### config.mk
export PLATFORM = sky130hd
export DESIGN_NAME = uart_tx_fifo_flat
export DESIGN_NICKNAME = d
export VERILOG_FILES = /design/src/rtl/uart_tx_fifo_pkg.sv /design/src/rtl/uart_tx_fifo_if.sv /design/src/rtl/uart_tx_fifo_sync_fifo_8b.sv /design/src/rtl/uart_tx_fifo.sv /design/src/flat_wrapper.sv
export SDC_FILE = /design/constraint.sdc
export NUM_CORES = 1
export LEC_CHECK = 0
export CAP_MARGIN = 25
export CORE_UTILIZATION = 40
export DETAILED_ROUTE_END_ITERATION = 12
export PLACE_DENSITY_LB_ADDON = 0.15
export RECOVER_POWER = 50
export SYNTH_ARGS = -nofsm -noshare
export SYNTH_HDL_FRONTEND = slang
export SYNTH_SLANG_ARGS = --single-unit
### constraint.sdc
create_clock -name clk -period 4.15 [get_ports clk]
set_clock_uncertainty 0.2 [all_clocks]
set_input_delay 0.83 -clock clk [delete_from_list [all_inputs] [get_ports clk]]
set_output_delay 0.83 -clock clk [all_outputs]
set_load 0.005 [all_outputs]
### src/rtl/uart_tx_fifo_pkg.sv
// Shared constants for the uart transmit FIFO: slave register offsets,
// uart register offsets and the one-hot drain FSM encoding.
package uart_tx_fifo_pkg;
  localparam logic [7:0] REG_CTRL   = 8'h00;
  localparam logic [7:0] REG_STATUS = 8'h04;
  localparam logic [7:0] REG_TXDATA = 8'h08;
  localparam logic [7:0] REG_ERR    = 8'h0C;

  localparam logic [31:0] UART_STATUS_OFS = 32'h4;
  localparam logic [31:0] UART_TXDATA_OFS = 32'hC;

  typedef enum logic [3:0] {
    ST_IDLE    = 4'b0001,
    ST_POLL    = 4'b0010,
    ST_WRITE   = 4'b0100,
    ST_CONFIRM = 4'b1000
  } state_e;
endpackage

### src/rtl/uart_tx_fifo_if.sv
// CPU-side register port plus the master port muxed onto the uart register map.
interface uart_tx_fifo_if;
  logic        we_i;
  logic [31:0] addr_i;
  logic [31:0] data_i;
  logic [31:0] data_o;
  logic        uart_we_o;
  logic [31:0] uart_addr_o;
  logic [31:0] uart_data_o;
  logic [31:0] uart_data_i;

  modport slave (
    input  we_i, addr_i, data_i, uart_data_i,
    output data_o, uart_we_o, uart_addr_o, uart_data_o
  );
  modport master (
    output we_i, addr_i, data_i, uart_data_i,
    input  data_o, uart_we_o, uart_addr_o, uart_data_o
  );
endinterface

### src/rtl/uart_tx_fifo_sync_fifo_8b.sv
// Byte FIFO: storage, wrapping pointers and an occupancy count.
// Push when full and pop when empty are ignored; flush clears everything.
module sync_fifo_8b #(
  parameter int DEPTH_LOG2 = 4
) (
  input  logic                clk,
  input  logic                rst,
  input  logic                push,
  input  logic                pop,
  input  logic                flush,
  input  logic [7:0]          din,
  output logic [7:0]          dout,
  output logic                full,
  output logic                empty,
  output logic [DEPTH_LOG2:0] count
);
  localparam int DEPTH = 1 << DEPTH_LOG2;
  localparam logic [DEPTH_LOG2:0]   FULL_CNT = (DEPTH_LOG2+1)'(DEPTH);
  localparam logic [DEPTH_LOG2:0]   CNT_ONE  = 1;
  localparam logic [DEPTH_LOG2-1:0] PTR_ONE  = 1;

  logic [7:0]            mem [DEPTH];
  logic [DEPTH_LOG2-1:0] wr_ptr, rd_ptr;
  logic                  do_push, do_pop;

  assign full    = (count == FULL_CNT);
  assign empty   = (count == '0);
  assign do_push = push && !full;
  assign do_pop  = pop && !empty;
  assign dout    = mem[rd_ptr];

  always_ff @(posedge clk) begin
    if (rst || flush) begin
      wr_ptr <= '0;
      rd_ptr <= '0;
      count  <= '0;
    end else begin
      if (do_push) wr_ptr <= wr_ptr + PTR_ONE;
      if (do_pop)  rd_ptr <= rd_ptr + PTR_ONE;
      case ({do_push, do_pop})
        2'b10:   count <= count + CNT_ONE;
        2'b01:   count <= count - CNT_ONE;
        default: ;
      endcase
    end
  end

  always_ff @(posedge clk) begin
    if (do_push && !flush && !rst) mem[wr_ptr] <= din;
  end
endmodule

### src/rtl/uart_tx_fifo.sv
// Register-mapped byte FIFO in front of the uart; an FSM drains it by polling
// uart busy, writing TXDATA and confirming acceptance before popping.
module uart_tx_fifo
  import uart_tx_fifo_pkg::*;
#(
  parameter int          DEPTH_LOG2 = 4,
  parameter logic [31:0] UART_BASE  = 32'h3000_0000
) (
  input  logic           clk,
  input  logic           rst,
  uart_tx_fifo_if.slave  bus,
  output logic           irq_o
);
  logic [7:0]            reg_a;
  logic                  wr_ctrl, wr_err, push_req, flush, pop;
  logic                  en_q, ovf_q;
  logic                  full, empty;
  logic [7:0]            fifo_dout;
  logic [DEPTH_LOG2:0]   count;
  state_e                state_q, state_d;

  assign reg_a    = bus.addr_i[7:0];
  assign wr_ctrl  = bus.we_i && (reg_a == REG_CTRL);
  assign wr_err   = bus.we_i && (reg_a == REG_ERR);
  assign push_req = bus.we_i && (reg_a == REG_TXDATA);
  assign flush    = wr_ctrl && bus.data_i[1];
  // Pop only once the uart reports busy after our write, i.e. it took the byte.
  assign pop      = (state_q == ST_CONFIRM) && bus.uart_data_i[0];

  sync_fifo_8b #(.DEPTH_LOG2(DEPTH_LOG2)) u_fifo (
    .clk   (clk),
    .rst   (rst),
    .push  (push_req),
    .pop   (pop),
    .flush (flush),
    .din   (bus.data_i[7:0]),
    .dout  (fifo_dout),
    .full  (full),
    .empty (empty),
    .count (count)
  );

  always_ff @(posedge clk) begin
    if (rst) begin
      en_q  <= 1'b0;
      ovf_q <= 1'b0;
    end else begin
      if (wr_ctrl) en_q <= bus.data_i[0];
      if (push_req && full)            ovf_q <= 1'b1;
      else if (wr_err && bus.data_i[0]) ovf_q <= 1'b0;
    end
  end

  always_ff @(posedge clk) begin
    if (rst || flush) state_q <= ST_IDLE;
    else              state_q <= state_d;
  end

  always_comb begin
    state_d = state_q;
    unique case (state_q)
      ST_IDLE:    if (en_q && !empty) state_d = ST_POLL;
      ST_POLL:    if (!en_q) state_d = ST_IDLE;
                  else if (!bus.uart_data_i[0]) state_d = ST_WRITE;
      ST_WRITE:   state_d = ST_CONFIRM;
      ST_CONFIRM: state_d = bus.uart_data_i[0] ? ST_IDLE : ST_POLL;
      default:    state_d = ST_IDLE;
    endcase
  end

  always_comb begin
    bus.uart_we_o   = 1'b0;
    bus.uart_addr_o = UART_BASE + UART_STATUS_OFS;
    bus.uart_data_o = '0;
    if (state_q == ST_WRITE) begin
      bus.uart_we_o   = 1'b1;
      bus.uart_addr_o = UART_BASE + UART_TXDATA_OFS;
      bus.uart_data_o = {24'h0, fifo_dout};
    end
  end

  always_comb begin
    bus.data_o = '0;
    case (reg_a)
      REG_CTRL:   bus.data_o[0] = en_q;
      REG_STATUS: begin
        bus.data_o[0]                = full;
        bus.data_o[1]                = empty;
        bus.data_o[8 +: DEPTH_LOG2+1] = count;
      end
      REG_ERR:    bus.data_o[0] = ovf_q;
      default:    ;
    endcase
  end

  assign irq_o = en_q && empty && (state_q == ST_IDLE);
endmodule
### src/flat_wrapper.sv
// flat-port wrapper written by rule: the top's interface ports become plain ports
module uart_tx_fifo_flat import uart_tx_fifo_pkg::*;
#(
  parameter int          DEPTH_LOG2 = 4,
  parameter logic [31:0] UART_BASE  = 32'h3000_0000
)
  (clk, rst, irq_o, bus_we_i, bus_addr_i, bus_data_i, bus_uart_data_i, bus_data_o, bus_uart_we_o, bus_uart_addr_o, bus_uart_data_o);
  uart_tx_fifo_if bus_i ();
  input  logic clk;
  input  logic rst;
  output logic irq_o;
  input wire logic [$bits(bus_i.we_i)-1:0] bus_we_i;
  input wire logic [$bits(bus_i.addr_i)-1:0] bus_addr_i;
  input wire logic [$bits(bus_i.data_i)-1:0] bus_data_i;
  input wire logic [$bits(bus_i.uart_data_i)-1:0] bus_uart_data_i;
  output wire logic [$bits(bus_i.data_o)-1:0] bus_data_o;
  output wire logic [$bits(bus_i.uart_we_o)-1:0] bus_uart_we_o;
  output wire logic [$bits(bus_i.uart_addr_o)-1:0] bus_uart_addr_o;
  output wire logic [$bits(bus_i.uart_data_o)-1:0] bus_uart_data_o;
  assign bus_i.we_i = bus_we_i;
  assign bus_i.addr_i = bus_addr_i;
  assign bus_i.data_i = bus_data_i;
  assign bus_i.uart_data_i = bus_uart_data_i;
  assign bus_data_o = bus_i.data_o;
  assign bus_uart_we_o = bus_i.uart_we_o;
  assign bus_uart_addr_o = bus_i.uart_addr_o;
  assign bus_uart_data_o = bus_i.uart_data_o;
  uart_tx_fifo #(.DEPTH_LOG2(DEPTH_LOG2), .UART_BASE(UART_BASE)) u_core (.clk(clk), .rst(rst), .bus(bus_i), .irq_o(irq_o));
endmodule
### Word-level counts from Yosys, hierarchy flattened

Memory sizes are Yosys's and may differ from the RTL's. A register that Yosys moved wholly into a read port is not among the register bits.
Cells that the tools add are included.

* register bits after elaboration: 19
* memory bits (writable): 128
* input bits: 99
* output and inout port bits: 98
* word-level logic and storage cells: 65
* memories kept: 1

* add/subtract/negate cells: 4
* eq/ne operators: 12
* mux-type cells: 18
* reduce and logical (&&, ||, !) cells: 24

Memories
* u_core.u_fifo.mem: words 16, width 8, read ports 1, clocked after Yosys merged registers in 1, wr ports 1, line uart_tx_fifo_sync_fifo_8b.sv:22 `logic [7:0] mem [DEPTH];`

Operator list (count)
* 2-to-1 mux 4 bit: 6
* equality test 8 x 4 -> 1 bit, second input constant: 2
* one-hot mux 4 bit (4 select lines): 1
* logical AND 1 bit: 14
* one-hot mux 5 bit (2 select lines): 1
* adder 4 x 1 -> 4 bit, second input constant: 2
* equality test 8 x 3 -> 1 bit, second input constant: 1
* logical NOT 8 bit: 1
* 2-to-1 mux 8 bit: 1
* 2-to-1 mux 1 bit: 6
* adder 5 x 1 -> 5 bit, second input constant: 1
* equality test 5 bit, second input constant: 1
* logical NOT 5 bit: 1
* 2-to-1 mux 5 bit: 1
* subtractor 5 x 1 -> 5 bit, second input constant: 1
* equality test 4 x 1 -> 1 bit, second input constant: 1
* equality test 4 x 2 -> 1 bit, second input constant: 1
* equality test 4 x 3 -> 1 bit, second input constant: 1
* equality test 4 bit, second input constant: 1
* logical NOT 1 bit: 4
* nonzero test 2 bit: 2
* inequality test 3 bit, second input constant: 1
* one-hot mux 1 bit (3 select lines): 1
* equality test 2 x 1 -> 1 bit, second input constant: 1
* 5 further kinds: 5

### Longest topological paths before layout

* depth in word-level cells: 8
* gate-level depth with buffers: 13
* gate-level depth less buffers: 11

### Hierarchy

A second synthesis with hierarchy kept.

* cell total of the unflattened synthesis: 461
* area, all modules: 6864.1 µm²

By module, submodules not included
* sync_fifo_8b: instances 1, cells each 316, area an instance 5741.8 µm², sequential area each 4184.0 µm²
* uart_tx_fifo: instances 1, cells each 145, area an instance 1122.3 µm², sequential area each 120.1 µm²

### Worst setup path after synthesis

No wires, ideal clock.

* path type: in2reg
* start: input bus_addr_i[5]
* end: register u_core.u_fifo.count[4]
* library setup time: 70 ps
* arrival: 3117 ps
* required time: 3880 ps
* path slack: 763 ps
* cell stages on the path: 11
* buffers on the path: 1
* path through: nor4_4 -> o2111ai_4 -> ha_1 -> buf_4 -> xor2_1 -> ha_1 -> a211o_2 -> a21oi_1 -> a211oi_1 -> or3_1 -> a21oi_1

* word-level cells in the longest chain between the ends: 5
* elaborated cells on any way between the ends: 11
* classes of those cells: 3 x eq/ne; 1 x mux; 7 x reduce/logical

RTL lines
* from (decl): line flat_wrapper.sv:13 `input wire logic [$bits(bus_i.addr_i)-1:0] bus_addr_i;`
* equality test 8 x 4 -> 1 bit: line uart_tx_fifo.sv:25 `assign push_req = bus.we_i && (reg_a == REG_TXDATA);`
* logical AND 1 bit: line uart_tx_fifo.sv:25
* logical AND 1 bit: line uart_tx_fifo_sync_fifo_8b.sv:28 `assign do_push = push && !full;`
* equality test 2 x 1 -> 1 bit / equality test 2 bit (equally long branches): line uart_tx_fifo_sync_fifo_8b.sv:40 `case ({do_push, do_pop})`
* one-hot mux 5 bit (2 select lines) / nonzero test 2 bit (equally long branches)
* to (signal assigned): line uart_tx_fifo_sync_fifo_8b.sv:41 `2'b10: count <= count + CNT_ONE;`
* to (signal assigned): line uart_tx_fifo_sync_fifo_8b.sv:42 `2'b01: count <= count - CNT_ONE;`
* to (decl): line uart_tx_fifo_sync_fifo_8b.sv:15 `output logic [DEPTH_LOG2:0] count`

Several ways; a longest one is shown, not always the timed one.
A chain may end at the register's enable or synchronous reset.

### Worst setup path after layout

* start: input bus_addr_i[5]
* end: output bus_data_o[1]

* word-level cells in the longest chain between the ends: 2

RTL lines
* equality test 8 x 3 -> 1 bit: line uart_tx_fifo.sv:84 `case (reg_a)`
* 2-to-1 mux 1 bit: line uart_tx_fifo.sv:84
* to (decl): line flat_wrapper.sv:16 `output wire logic [$bits(bus_i.data_o)-1:0] bus_data_o;`

No other way between the ends.

==> results.md <==
* Outcome: complete, no violations
* Startpoint Class: input port
* Total Power at 0.00321 W
* Count of pins over their slew limit at 0
* Hold/Removal Path Class: reg2reg
* Antenna violations before repair at 0
* Setup TNS at 0 ps
* RSZ-0062 raised after global routing: no
* Vias in the first global route at 3506
* Crit path required time at 3120 ps
* Worst R2R Setup Slack at 800 ps
* Die area at 17900 µm²
* Critical path class: in2out
* PostCTS Resize Cnt at 0
* Final period util at 0.912
* Worst-path cell chain: clkdlybuf4s50_1 > nor4_4 > nand2_1 > nor3b_1 > buf_4 > and3_1 > clkdlybuf4s50_1
* Synthesized instance count at 464
* Distinct cell type count after synthesis at 54
* Setup bufs post-CTS at 0
* Worst-path fanout max at 6
* Slew @ Worst Pin at 799 ps
* Gate power share at 0.023
* Congestion Overflow GR at 0
* P_leak at 2.67 nW
* Chip Height at 134 µm
* Netlist Area Pre-Place at 6940 µm²
* Post-DP HPWL at 8450 µm
* Arr. time, crit path at 2750 ps
* Routed length per instance at 16.4 µm
* Slowest-stage cell, CP: clkdlybuf4s50_1
* Fillers at 1496
* Max VDD drop at 0.263 mV
* CTS tree: done
* Final critical-path required period at 3780 ps
* Clock buffer depth at 2
* First-pass GRT wire length at 19300 µm
* Ant. Diodes at 0
* Switching share of power at 0.203
* Sequential share of power at 0.514
* Prevailing post-synth register cell: edfxtp_1
* Worst skew pair latency at 420 ps
* First-pass detailed-route iteration total at 5
* Layout cells sized above 1 at 0.182
* Max Cap Viol at 0
* Fin util at 0.472
* # rows at 47
* Nets at 632
* Critical path's largest stage delay at 500 ps
* Max Fclk at 264 MHz
* Routability cong. at 0.779
* Endpoint class of the critical path: primary output
* Via-to-Cell Ratio at 4.67
* Cell family with most CP delay: buffers and inverters
* Async SR Flop Fraction at 0
* Core Area at 16800 µm²
* TritonCTS buffer count at 17
* Final WL at 12400 µm
* Internal power at 0.00255 W
* Critical path's most frequent cell: clkdlybuf4s50_1
* Worst path buffer plus inverter count at 3
* Clock transition at path regs at 60 ps
* Setup violations, final at 0
* Final hold viol count at 0
* Clk network pwr share at 0.464
* Vias post-DR at 3533
* Sink Count at 151
* P_sw at 0.000652 W
* I/O Pins at 197
* # hold bufs at CTS at 0
* Post-synth EDFFs at 128
* Pwr Density at 405 nW/µm²
* GR Util All Layers at 0.148
* DRC at 0
* Die Width at 134 µm
* DR iter-0 viols at 220
* Seq/Total Area, Yosys at 0.620
* Largest net degree at the start of global routing at 33
* Relative slew slack at 0.467
* Post-route antenna net violation count at 0
* Root Buffer Master: clkbuf_16
* Starting Density at 0.414
* H-tree depth at 4
* #FFs+latches synth at 151
* Layout overhead on the synthesized area at 14.0%
* IO buf count at 37
* Post-Syn Area per Cell at 15.0 µm²
* YS warnings at 0
[cells in the final DEF (no fill, tap or decap), types with 3 or more instances in the layout]
master and instances:
edfxtp_1 128, conb_1 80, nor2_1 36, mux4_2 32, clkdlybuf4s50_1 28, dfxtp_1 22, buf_4 20, mux2i_1 19
nand2_1 17, clkbuf_16 17, o21ai_0 12, o22ai_1 10, a21oi_1 10, ha_1 9, dlygate4sd3_1 9, nand2b_1 6
clkbuf_1 6, nor2b_1 4, inv_1 4, xor2_1 4, and2_1 4, xnor2_1 4, clkinv_2 4, nor3_1 3
or3_1 3, nand3_1 3, inv_6 3, clkinv_4 3
[flip-flops by register name, indices dropped and copies added (netlist names), named ones only]
| signal | count |
|---|---|
| u_core.u_fifo.mem | 128 |
| u_core.u_fifo.count | 5 |
| u_core.state_q | 4 |
| u_core.u_fifo.rd_ptr | 4 |
| u_core.u_fifo.wr_ptr | 4 |
| u_core.en_q | 1 |
| u_core.ovf_q | 1 |
[worst min-delay path, delay by kind of cell (launching register included)]
kind | cells | cell delay, ps
flip-flops | 1 | 310
AO/OA/AOI/OAI | 2 | 130
[Yosys cell counts, types with 2 or more instances]
master      n  area [µm²]
edfxtp_1  128        3840
buf_4      83         623
nor2_1     36         135
mux4_2     32         721
dfxtp_1    23         460
mux2i_1    19         190
nand2_1    17        63.8
o21ai_0    12        60.1
a21oi_1    10        50.1
o22ai_1    10        62.6
ha_1        9         113
clkbuf_1    6        22.5
nand2b_1    6        37.5
buf_2       5        25.0
and2_1      4        25.0
inv_1       4        15.0
nor2b_1     4        25.0
xnor2_1     4        35.0
xor2_1      4        35.0
nand3_1     3        15.0
nor3_1      3        15.0
or3_1       3        18.8
and4b_1     2        20.0
buf_1       2        7.51
buf_6       2        22.5
conb_1      2        7.51
nor3b_1     2        15.0
or2b_2      2        17.5
or3b_1      2        17.5
[worst paths after layout]
check                         startpoint                      to  cells past startpoint
hold reg to reg             u_core.ovf_q            u_core.ovf_q                      2
setup / recovery           bus_addr_i[5]           bus_data_o[1]                      7
setup reg to reg  u_core.u_fifo.count[1]  u_core.u_fifo.count[4]                     11
hold / removal              u_core.ovf_q            u_core.ovf_q                      2
[routing by layer]
| layer | share of wire | vias to the layer above | GRT usage |
|---|---|---|---|
| met5 | 0 | - | 0 |
| met4 | 0.0084 | 0 | 0.0549 |
| met3 | 0.035 | 9 | 0.0407 |
| met2 | 0.53 | 77 | 0.254 |
| met1 | 0.42 | 1758 | 0.177 |
| li1 | - | 1689 | - |
[layout make-up]
class                           instances  area (µm²)  share of cell area
Multi-Input combinational cell        286        2180               0.275
Sequential cell                       151        4310               0.544
Inverter                                5        18.8             0.00237
Clock buffer                           18         429              0.0542
Tap cell                              220         275              0.0348
Clock inverter                         14         148              0.0187
Timing Repair Buffer                   63         559              0.0707
[per-stage QoR]
step | std cells | cell area [µm²] | hold WS (ps) | setup slack, ps
2_1_floorplan | 542 | 7230 | 244 | 763
3_3_place_gp | 725 | 7370 | 271 | 221
3_5_place_dp | 725 | 7370 | 280 | 224
4_1_cts | 757 | 7950 | 288 | 278
5_1_grt | 757 | 7910 | 303 | 152
6_report | 757 | 7910 | 283 | 365
[cell families (layout without fill, tap and decap cells)]
| kind of cell | Yosys count | count (layout) | synth area share |
|---|---|---|---|
| other | 2 | 80 | 0.00108 |
| adders and majority gates | 9 | 9 | 0.0162 |
| buffers and inverters | 105 | 100 | 0.105 |
| xor gates and xnor gates | 8 | 8 | 0.0101 |
| AOI/OAI and AO/OA | 40 | 40 | 0.0388 |
| muxes | 52 | 52 | 0.133 |
| DFF | 151 | 151 | 0.620 |
| and+or+nand+nor | 97 | 97 | 0.0750 |
[power groups by stage]
stage | combinational, W | clock [W] | sequential [W]
floorplan | 0.0000854 | 0 | 0.00168
global placement | 0.0000731 | 0 | 0.00168
detailed placement | 0.0000750 | 0 | 0.00168
CTS | 0.0000749 | 0.00152 | 0.00165
global route | 0.0000814 | 0.00158 | 0.00165
finish | 0.0000726 | 0.00149 | 0.00165
Note: power is estimated with default switching activity, not from simulation.
